==> src/rtl/mem_bus_responder_if.sv <==
// CPU memory-bus signal bundle: the CPU drives the request side (master) and
// the responder returns data plus the completion handshake (slave).
interface mem_bus_if;
  logic        Req;
  logic        Wr;
  logic [31:0] Address;
  logic [31:0] Datain;
  logic [31:0] Dataout;
  logic        Ready;
  logic        AddrError;
  logic        Busy;

  modport master (
    output Req, Wr, Address, Datain,
    input  Dataout, Ready, AddrError, Busy
  );

  modport slave (
    input  Req, Wr, Address, Datain,
    output Dataout, Ready, AddrError, Busy
  );
endinterface

==> src/rtl/mem_bus_responder.sv <==
// Word-organised memory responder with LATENCY wait states, a constant exception-vector
// word at byte 252 and address-error flagging. Optional AccessCount port: MEM_BUS_RESPONDER_ACCESS_COUNT_EN.
module mem_bus_responder #(
  parameter int unsigned DEPTH_WORDS = 64,
  parameter int unsigned LATENCY     = 2,
  parameter logic [7:0]  VEC_OPCODE  = 8'd254,
  parameter logic [7:0]  VEC_OVF     = 8'd255
) (
  input  logic            Clk,
  input  logic            Reset,
  mem_bus_if.slave        bus
`ifdef MEM_BUS_RESPONDER_ACCESS_COUNT_EN
  ,
  output logic [15:0]     AccessCount
`endif
);

  localparam int unsigned IDX_W    = (DEPTH_WORDS > 1) ? $clog2(DEPTH_WORDS) : 1;
  localparam int unsigned CNT_W    = 4;
  localparam logic [31:0] VEC_ADDR = 32'd252;

  typedef enum logic [1:0] {
    ST_IDLE,
    ST_WAIT,
    ST_RESP
  } state_e;

  state_e             state_q, state_d;
  logic [CNT_W-1:0]   cnt_q,   cnt_d;
  logic               wr_q,    wr_d;
  logic [31:0]        addr_q,  addr_d;
  logic [31:0]        wdata_q, wdata_d;
  logic [31:0]        dout_q,  dout_d;
  logic               err_q,   err_d;

  logic               enter_resp;
  logic               misaligned;
  logic               is_vec;
  logic               out_of_range;
  logic               addr_err;
  logic               mem_we;
  logic [IDX_W-1:0]   widx;

  logic [31:0]        mem_q [DEPTH_WORDS];

  // Next-state logic; the *_d capture values double as the "current access"
  // so LATENCY=1 (capture and commit on the same edge) needs no special path.
  always_comb begin
    // NOTE: every combinational output gets a default first so no path can infer a latch.
    state_d    = state_q;
    cnt_d      = cnt_q;
    wr_d       = wr_q;
    addr_d     = addr_q;
    wdata_d    = wdata_q;
    enter_resp = 1'b0;

    unique case (state_q)
      ST_IDLE: begin
        if (bus.Req) begin
          wr_d    = bus.Wr;
          addr_d  = bus.Address;
          wdata_d = bus.Datain;
          cnt_d   = CNT_W'(LATENCY - 1);
          if (LATENCY == 1) begin
            state_d    = ST_RESP;
            enter_resp = 1'b1;
          end else begin
            state_d = ST_WAIT;
          end
        end
      end
      ST_WAIT: begin
        cnt_d = cnt_q - CNT_W'(1);
        if (cnt_q == CNT_W'(1)) begin
          state_d    = ST_RESP;
          enter_resp = 1'b1;
        end
      end
      ST_RESP: state_d = ST_IDLE;
      default: state_d = ST_IDLE;
    endcase
  end

  // The vector word wins over the range check; 252 is word-aligned, so it never overlaps misalignment.
  assign misaligned   = (addr_d[1:0] != 2'b00);
  assign is_vec       = (addr_d == VEC_ADDR);
  assign out_of_range = ({2'b00, addr_d[31:2]} >= 32'(DEPTH_WORDS));
  assign addr_err     = misaligned | (!is_vec & out_of_range);
  assign widx         = addr_d[IDX_W+1:2];
  assign mem_we       = enter_resp & wr_d & !addr_err & !is_vec & !Reset;

  always_comb begin
    dout_d = dout_q;
    err_d  = err_q;
    if (enter_resp) begin
      err_d = addr_err;
      if (!wr_d && !misaligned) begin
        if (is_vec)            dout_d = {16'h0000, VEC_OPCODE, VEC_OVF};
        else if (out_of_range) dout_d = 32'h0;
        else                   dout_d = mem_q[widx];
      end
    end
  end

  // NOTE: sequential state uses non-blocking assignments so every register samples pre-edge values.
  always_ff @(posedge Clk or posedge Reset) begin
    if (Reset) begin
      state_q <= ST_IDLE;
      cnt_q   <= '0;
      wr_q    <= 1'b0;
      addr_q  <= '0;
      wdata_q <= '0;
      dout_q  <= '0;
      err_q   <= 1'b0;
    end else begin
      state_q <= state_d;
      cnt_q   <= cnt_d;
      wr_q    <= wr_d;
      addr_q  <= addr_d;
      wdata_q <= wdata_d;
      dout_q  <= dout_d;
      err_q   <= err_d;
    end
  end

  // NOTE: the store is deliberately left out of reset so it maps onto plain RAM and survives Reset.
  always_ff @(posedge Clk) begin
    if (mem_we) mem_q[widx] <= wdata_d;
  end

  assign bus.Ready     = (state_q == ST_RESP);
  assign bus.AddrError = (state_q == ST_RESP) & err_q;
  assign bus.Busy      = (state_q != ST_IDLE);
  assign bus.Dataout   = dout_q;

`ifdef MEM_BUS_RESPONDER_ACCESS_COUNT_EN
  logic [15:0] acc_cnt_q;

  // Counts completed responses of every kind; wraps naturally at 16 bits.
  always_ff @(posedge Clk or posedge Reset) begin
    if (Reset)                   acc_cnt_q <= '0;
    else if (state_q == ST_RESP) acc_cnt_q <= acc_cnt_q + 16'd1;
  end

  assign AccessCount = acc_cnt_q;
`endif

endmodule

==> src/flat_wrapper.sv <==
// flat-port wrapper written by rule: the top's interface ports become plain ports
module mem_bus_responder_flat 
#(
  parameter int unsigned DEPTH_WORDS = 64,
  parameter int unsigned LATENCY     = 2,
  parameter logic [7:0]  VEC_OPCODE  = 8'd254,
  parameter logic [7:0]  VEC_OVF     = 8'd255
)
  (Clk, Reset, bus_Req, bus_Wr, bus_Address, bus_Datain, bus_Dataout, bus_Ready, bus_AddrError, bus_Busy);
  mem_bus_if bus_i ();
  input  logic Clk;
  input  logic Reset;
  input wire logic [$bits(bus_i.Req)-1:0] bus_Req;
  input wire logic [$bits(bus_i.Wr)-1:0] bus_Wr;
  input wire logic [$bits(bus_i.Address)-1:0] bus_Address;
  input wire logic [$bits(bus_i.Datain)-1:0] bus_Datain;
  output wire logic [$bits(bus_i.Dataout)-1:0] bus_Dataout;
  output wire logic [$bits(bus_i.Ready)-1:0] bus_Ready;
  output wire logic [$bits(bus_i.AddrError)-1:0] bus_AddrError;
  output wire logic [$bits(bus_i.Busy)-1:0] bus_Busy;
  assign bus_i.Req = bus_Req;
  assign bus_i.Wr = bus_Wr;
  assign bus_i.Address = bus_Address;
  assign bus_i.Datain = bus_Datain;
  assign bus_Dataout = bus_i.Dataout;
  assign bus_Ready = bus_i.Ready;
  assign bus_AddrError = bus_i.AddrError;
  assign bus_Busy = bus_i.Busy;
  mem_bus_responder #(.DEPTH_WORDS(DEPTH_WORDS), .LATENCY(LATENCY), .VEC_OPCODE(VEC_OPCODE), .VEC_OVF(VEC_OVF)) u_core (.Clk(Clk), .Reset(Reset), .bus(bus_i));
endmodule
==> config.mk <==
export PLATFORM = sky130hd
export DESIGN_NAME = mem_bus_responder_flat
export DESIGN_NICKNAME = d
export VERILOG_FILES = /design/src/rtl/mem_bus_responder_if.sv /design/src/rtl/mem_bus_responder.sv /design/src/flat_wrapper.sv
export SDC_FILE = /design/constraint.sdc
export NUM_CORES = 2
export LEC_CHECK = 0
export BUFFER_PORTS_ARGS = -buffer_cell sky130_fd_sc_hd__buf_2
export CAP_MARGIN = 20
export CELL_PAD_IN_SITES_DETAIL_PLACEMENT = 0
export CELL_PAD_IN_SITES_GLOBAL_PLACEMENT = 1
export CORE_AREA = 2 2 412 414
export CTS_CLUSTER_SIZE = 12
export DETAILED_ROUTE_END_ITERATION = 7
export DIE_AREA = 0 0 414 416
export GPL_ROUTABILITY_DRIVEN = 1
export HOLD_SLACK_MARGIN = 0.03
export PLACE_DENSITY_LB_ADDON = 0.1
export SETUP_SLACK_MARGIN = 0.1
export SLEW_MARGIN = 10
export SYNTH_ARGS = -nofsm -noshare
export SYNTH_HDL_FRONTEND = slang
export SYNTH_SLANG_ARGS = --single-unit
==> constraint.sdc <==
create_clock -name Clk -period 5.4 [get_ports Clk]
set_clock_uncertainty 0.05 [all_clocks]
set_input_delay 0.54 -clock Clk [delete_from_list [all_inputs] [get_ports Clk]]
set_output_delay 0.54 -clock Clk [all_outputs]
set_load 0.01 [all_outputs]
======== Yosys cells after proc, flatten, opt, wreduce, memory -nomap -nowiden ========
Memory sizes are Yosys's and may differ from the RTL's.
Cells that the tools add are included.
storage, ports and cells
  register bits after elaboration ......... 104
  RAM bits ................................ 2048
  bits of input ports ..................... 68
  output and inout bits ................... 35
  word-level logic and storage cells ...... 53
  memories ................................ 1
operators by class
  add/sub/neg operators ................... 1
  $lt $le $gt $ge ......................... 1
  equality and inequality tests ........... 6
  multiplexer cells ....................... 17
  bitwise logic cells ..................... 7
  reduce and logical (&&, ||, !) cells .... 13
memories
  name          depth  width  rd ports  clocked after Yosys merged registers in  wr ports  RTL line                 RTL
  u_core.mem_q  64     32     1         0                                        1         mem_bus_responder.sv:44  logic [31:0] mem_q [DEPTH_WORDS];
operators by type and width
  operator                                                                  count
  32-bit 2-to-1 mux                                                         6
  32-bit by 8-bit equality test with 1-bit output (second input constant)   1
  30-bit by 7-bit >= comparator with 1-bit output (second input constant)   1
  4-bit case mux with 2 select lines                                        1
  1-bit bitwise AND                                                         6
  1-bit 2-to-1 mux                                                          6
  2-bit AND reduction                                                       3
  2-bit nonzero test                                                        3
  1-bit logical NOT                                                         5
  4-bit by 1-bit equality test with 1-bit output (second input constant)    1
  2-bit 2-to-1 mux                                                          2
  4-bit 2-to-1 mux                                                          1
  2-bit case mux with 2 select lines                                        1
  4-bit by 1-bit subtractor with 4-bit output (second input constant)       1
  2-bit by 1-bit equality test with 1-bit output (second input constant)    1
  2-bit equality test (second input constant)                               1
  2-bit logical NOT                                                         1
  2-bit by 1-bit inequality test with 1-bit output (second input constant)  1
  2-bit inequality test (second input constant)                             1
  1-bit logical AND                                                         1
  1-bit bitwise OR                                                          1

======== Logic depth before layout (Yosys ltp) ========
  depth after elaboration ................. 12
  depth in mapped cells ................... 11
  mapped depth without buffers ............ 8

======== Worst setup path after synthesis ========
OpenSTA, ideal clock, no wires.
  kind .................................... input to register
  from .................................... input port Reset
  to ...................................... memory u_core.mem_q[12][0] (enable)
  setup time .............................. 0.421 ns
  data arrival time ....................... 5.168 ns
  required time ........................... 4.929 ns
  path slack .............................. -0.239 ns
  stages on the path ...................... 5
  buffers on the path ..................... 0
  cell sequence ........................... inv_1 nand3_1 nor4_4 nand2_1 nor2_1
between the ends
  word-level cells in the longest chain between the ends .. 4
ends and longest elaborated chain
  element                                 RTL line                  RTL
  start, declared                         flat_wrapper.sv:12        input logic Reset;
  1-bit logical NOT                       mem_bus_responder.sv:90   assign mem_we = enter_resp & wr_d & !addr_err & !is_vec & !Reset;
  1-bit bitwise AND                       mem_bus_responder.sv:90
  1-bit 2-to-1 mux                        mem_bus_responder.sv:128  if (mem_we) mem_q[widx] <= wdata_d;
  1-bit 2-to-1 mux (implied by the code)  mem_bus_responder.sv:128
  end, declared                           mem_bus_responder.sv:44
Every way passes these cells.

======== Worst setup path after layout ========
  from .................................... register u_core.state_q[0]
  to ...................................... register u_core.dout_q[23], in the netlist u_core.bus.Dataout[23]
between the ends
  word-level cells in the longest chain between the ends .. 6
  elaborated cells between the ends (all ways) .. 15
  classes of those cells .................. order compare: 1; eq/ne: 2; mux: 5; reduce/logical: 6; memory: 1
ends and longest elaborated chain
  element                                                                                  RTL line                  RTL
  start, declared                                                                          mem_bus_responder.sv:28   state_e state_q, state_d;
  start signal, assigned                                                                   mem_bus_responder.sv:116  state_q <= state_d;
  branches (longest 6 deep; another with 30-bit by 7-bit >= comparator with 1-bit output)  n/a
  end signal, assigned                                                                     mem_bus_responder.sv:121  dout_q <= dout_d;
  end, declared                                                                            mem_bus_responder.sv:33   logic [31:0] dout_q, dout_d;
Parallel ways; which one is timed is not known.
A chain may end at the register's enable or synchronous reset.

==> impl_metrics.tcl <==
set metrics [dict create \
    wl_mm 288 \
    area_growth_pct 15.3 \
    cp_max_fo 50 \
    synth_most_common_cell "edfxtp_1" \
    wl_per_cell_um 37.5 \
    antenna_found_initial 10 \
    cts_sinks 2152 \
    p_leak_nw 30.4 \
    synth.area.mux_share 0.0287 \
    num_rows 151 \
    finalCritPeriodShare 0.856 \
    period_needed_ns 4.62 \
    hold_viol 0 \
    overflow 0 \
    cts_buffers 219 \
    viasPerCell 6.89 \
    nNetsFinal 5339 \
    clockRootBuffer "clkbuf_16" \
    antenna_left 0 \
    slowest_delay_ns 0.65 \
    cp-startpoint "u_core.state_q[0]" \
    relSlewSlack 0.182 \
    place_inst 7231 \
    synthTopCellsByArea "edfxtp_1 (74%), o22ai_1 (4.3%), dfrtp_1 (3.1%), mux2i_1 (2.6%), nor4b_1 (2.2%)" \
    post-route-util 0.571 \
    postCtsSetupBuffers 0 \
    io_pins 103 \
    rsz0062_at_grt "no" \
    fmax_ghz 0.216 \
    synth_seq_cells 2152 \
    synth_commonest_cells "edfxtp_1 (2048), o22ai_1 (578), nand2_1 (223)" \
    worst_pin_slew_ns 1.23 \
    timing.final.ws_setup_ns 0.777 \
    slowest_stage "mux2_8" \
    finalPower_mw 51.3 \
    drt-met1-wl_mm 115 \
    critical_path_class "reg2reg" \
    synthArstFlopShare 0.0483 \
    drive_above_1_share 0.153 \
    dp_hpwl_mm 161 \
    gr-usage-all-layers 0.328 \
    portBuffers 102 \
    pre_cts_slack_ns 0.647 \
    synth_compound_area_frac 0.108 \
    die_area_um2 172000 \
    critPathLaunchType "flop" \
    synthFlopType "edfxtp_1" \
    yosys.area_share.simple 0.0694 \
    critical_path_arrival_ns 5.34 \
    routed-wl-met2_mm 133 \
    routed.top_layer "met4" \
    postCtsHoldBufs 33 \
    place.gp.congestion 0.841 \
    grt_max_degree 140 \
    peakVddDrop_mv 0.397 \
    grt_pass1_vias 50800 \
    core-area_um2 168000 \
    drc_errors 0 \
    start_util 0.495 \
    synth_area_um2 83300 \
    min_from "bus_Datain[23]" \
    synth_top_area_share 0.738 \
    seq_area_frac_synth 0.770 \
    end_kind "flop" \
    outcome "completed" \
    yosys_warnings 0 \
    setup_viol 0 \
    synth_fa_ha_area_frac 0.000300 \
    synth-edff-count 2048 \
    die_w_um 414 \
    ctsResizeCount 0 \
    crit_top_cell "buf_4" \
    path_clk_slew_ns 0.06 \
    clkLatencyLatePin_ns 0.88 \
    synth_xor_area_frac 0 \
    htreeDepth 4 \
    die_h_um 416 \
    avgSynthCellArea_um2 16.7 \
    clk_path_buf_depth 3 \
    syn_inst 4997 \
    worstPathRequired_ns 6.11 \
    drt_iter0_drc 8139 \
    worstPathCellList "or3b_4 -> buf_12 -> mux2_8 -> buf_4 -> buf_4 -> o22ai_1 -> nor4_1 -> a211oi_1 -> o41ai_1" \
    r2r-start "u_core.state_q[0]" \
    p_per_area_nw_per_um2 535 \
    slew_violations 0 \
    grt_pass1_wl_mm 399 \
    fin_cells 7678 \
    cts_tree "done" \
    synth.distinct_cells 65 \
    synth_top_family_by_area "compound AO/OA/AOI/OAI gates" \
    vias 52900 \
    wl_met3_mm 28.5 \
    tns_ns 0 \
    hp-class "in2reg" \
    synth_area_leader_cell "edfxtp_1" \
    max_cap_viol_count 0 \
    firstDrtPassIters 6 \
]
[power breakdown]
group	switching (mW)	total, mW	internal (mW)
combinational	10.8	15.0	4.18
clock	6.36	14.6	8.26
sequential	0.479	21.7	21.2
total	17.7	51.3	33.7
[kinds of logic (layout without fill, tap and decap cells)]
family / after synthesis / count (layout)
buf+inv: 421 / 850
mux: 233 / 233
flops: 2152 / 2152
other cells: 1 / 35
compound gates: 1237 / 1237
simple gates: 951 / 951
fa+ha+maj: 2 / 2
[layer usage]
layer,global-route usage,up-vias
li1,-,21500
met1,0.462,27700
met2,0.512,3198
met3,0.0656,518
met4,0.119,0
met5,0,-
[critical path, delay by kind of cell, from the launching register on]
family	cells	cell delay, ns
and+or+nand+nor	2	1.29
muxes	1	0.65
DFF	1	0.47
AOI/OAI and AO/OA	3	0.92
buffers and inverters	3	1.04
[final timing paths]
path / to / slack [ns] / cells past startpoint
hold / removal: u_core.wdata_q[23] / 0.08 / 3
setup reg to reg: u_core.bus.Dataout[23] / 0.78 / 9
setup / recovery: u_core.bus.Dataout[23] / 0.78 / 9
max in group asynchronous: u_core.addr_q[3] / 4.18 / 4
min in group asynchronous: u_core.err_q / 0.44 / 4
hold reg to reg: u_core.addr_q[22] / 0.43 / 2
[sequential cells by signal, indices dropped and copies added, names as in the netlist]
name and flops:
u_core.state_q 2, u_core.bus.Dataout 32, u_core.mem_q 2048, u_core.cnt_q 4, u_core.err_q 1, u_core.wr_q 1, u_core.addr_q 32, u_core.wdata_q 32
[cell usage in the layout, fill, tap and decap left out, types with 32 or more instances in the layout]
cell,n
conb_1,32
nor2_1,67
o22ai_1,578
o221ai_1,153
nand2_1,192
buf_2,99
o31ai_1,144
nor3_1,75
nor4_1,143
buf_12,77
clkbuf_16,223
nor4b_1,208
clkbuf_1,92
o22a_1,148
nor4bb_1,48
nor2_4,64
o2111ai_1,78
edfxtp_1,2048
clkinv_1,32
dlygate4sd3_1,33
buf_4,220
mux2i_1,216
dfrtp_1,101
[cell type report]
cell class	instances	area, µm²
well taps	2218	2780
clock inverters	64	544
repair buffers	433	4080
inverters	8	33.8
flip-flops and latches	2152	64100
fillers	13000	72200
clock buffers	345	6340
multi-input cells	2455	18100
diodes	3	7.51
[through the flow]
stage / cell area (µm²) / hold WS (ns)
floorplan: 83400 / 0.396
global placement: 88500 / 0.412
detailed placement: 88700 / 0.415
CTS: 95900 / 0.0643
global route: 96000 / 0.0611
finish: 96000 / 0.0844
Power figures use the tool's default switching activity.
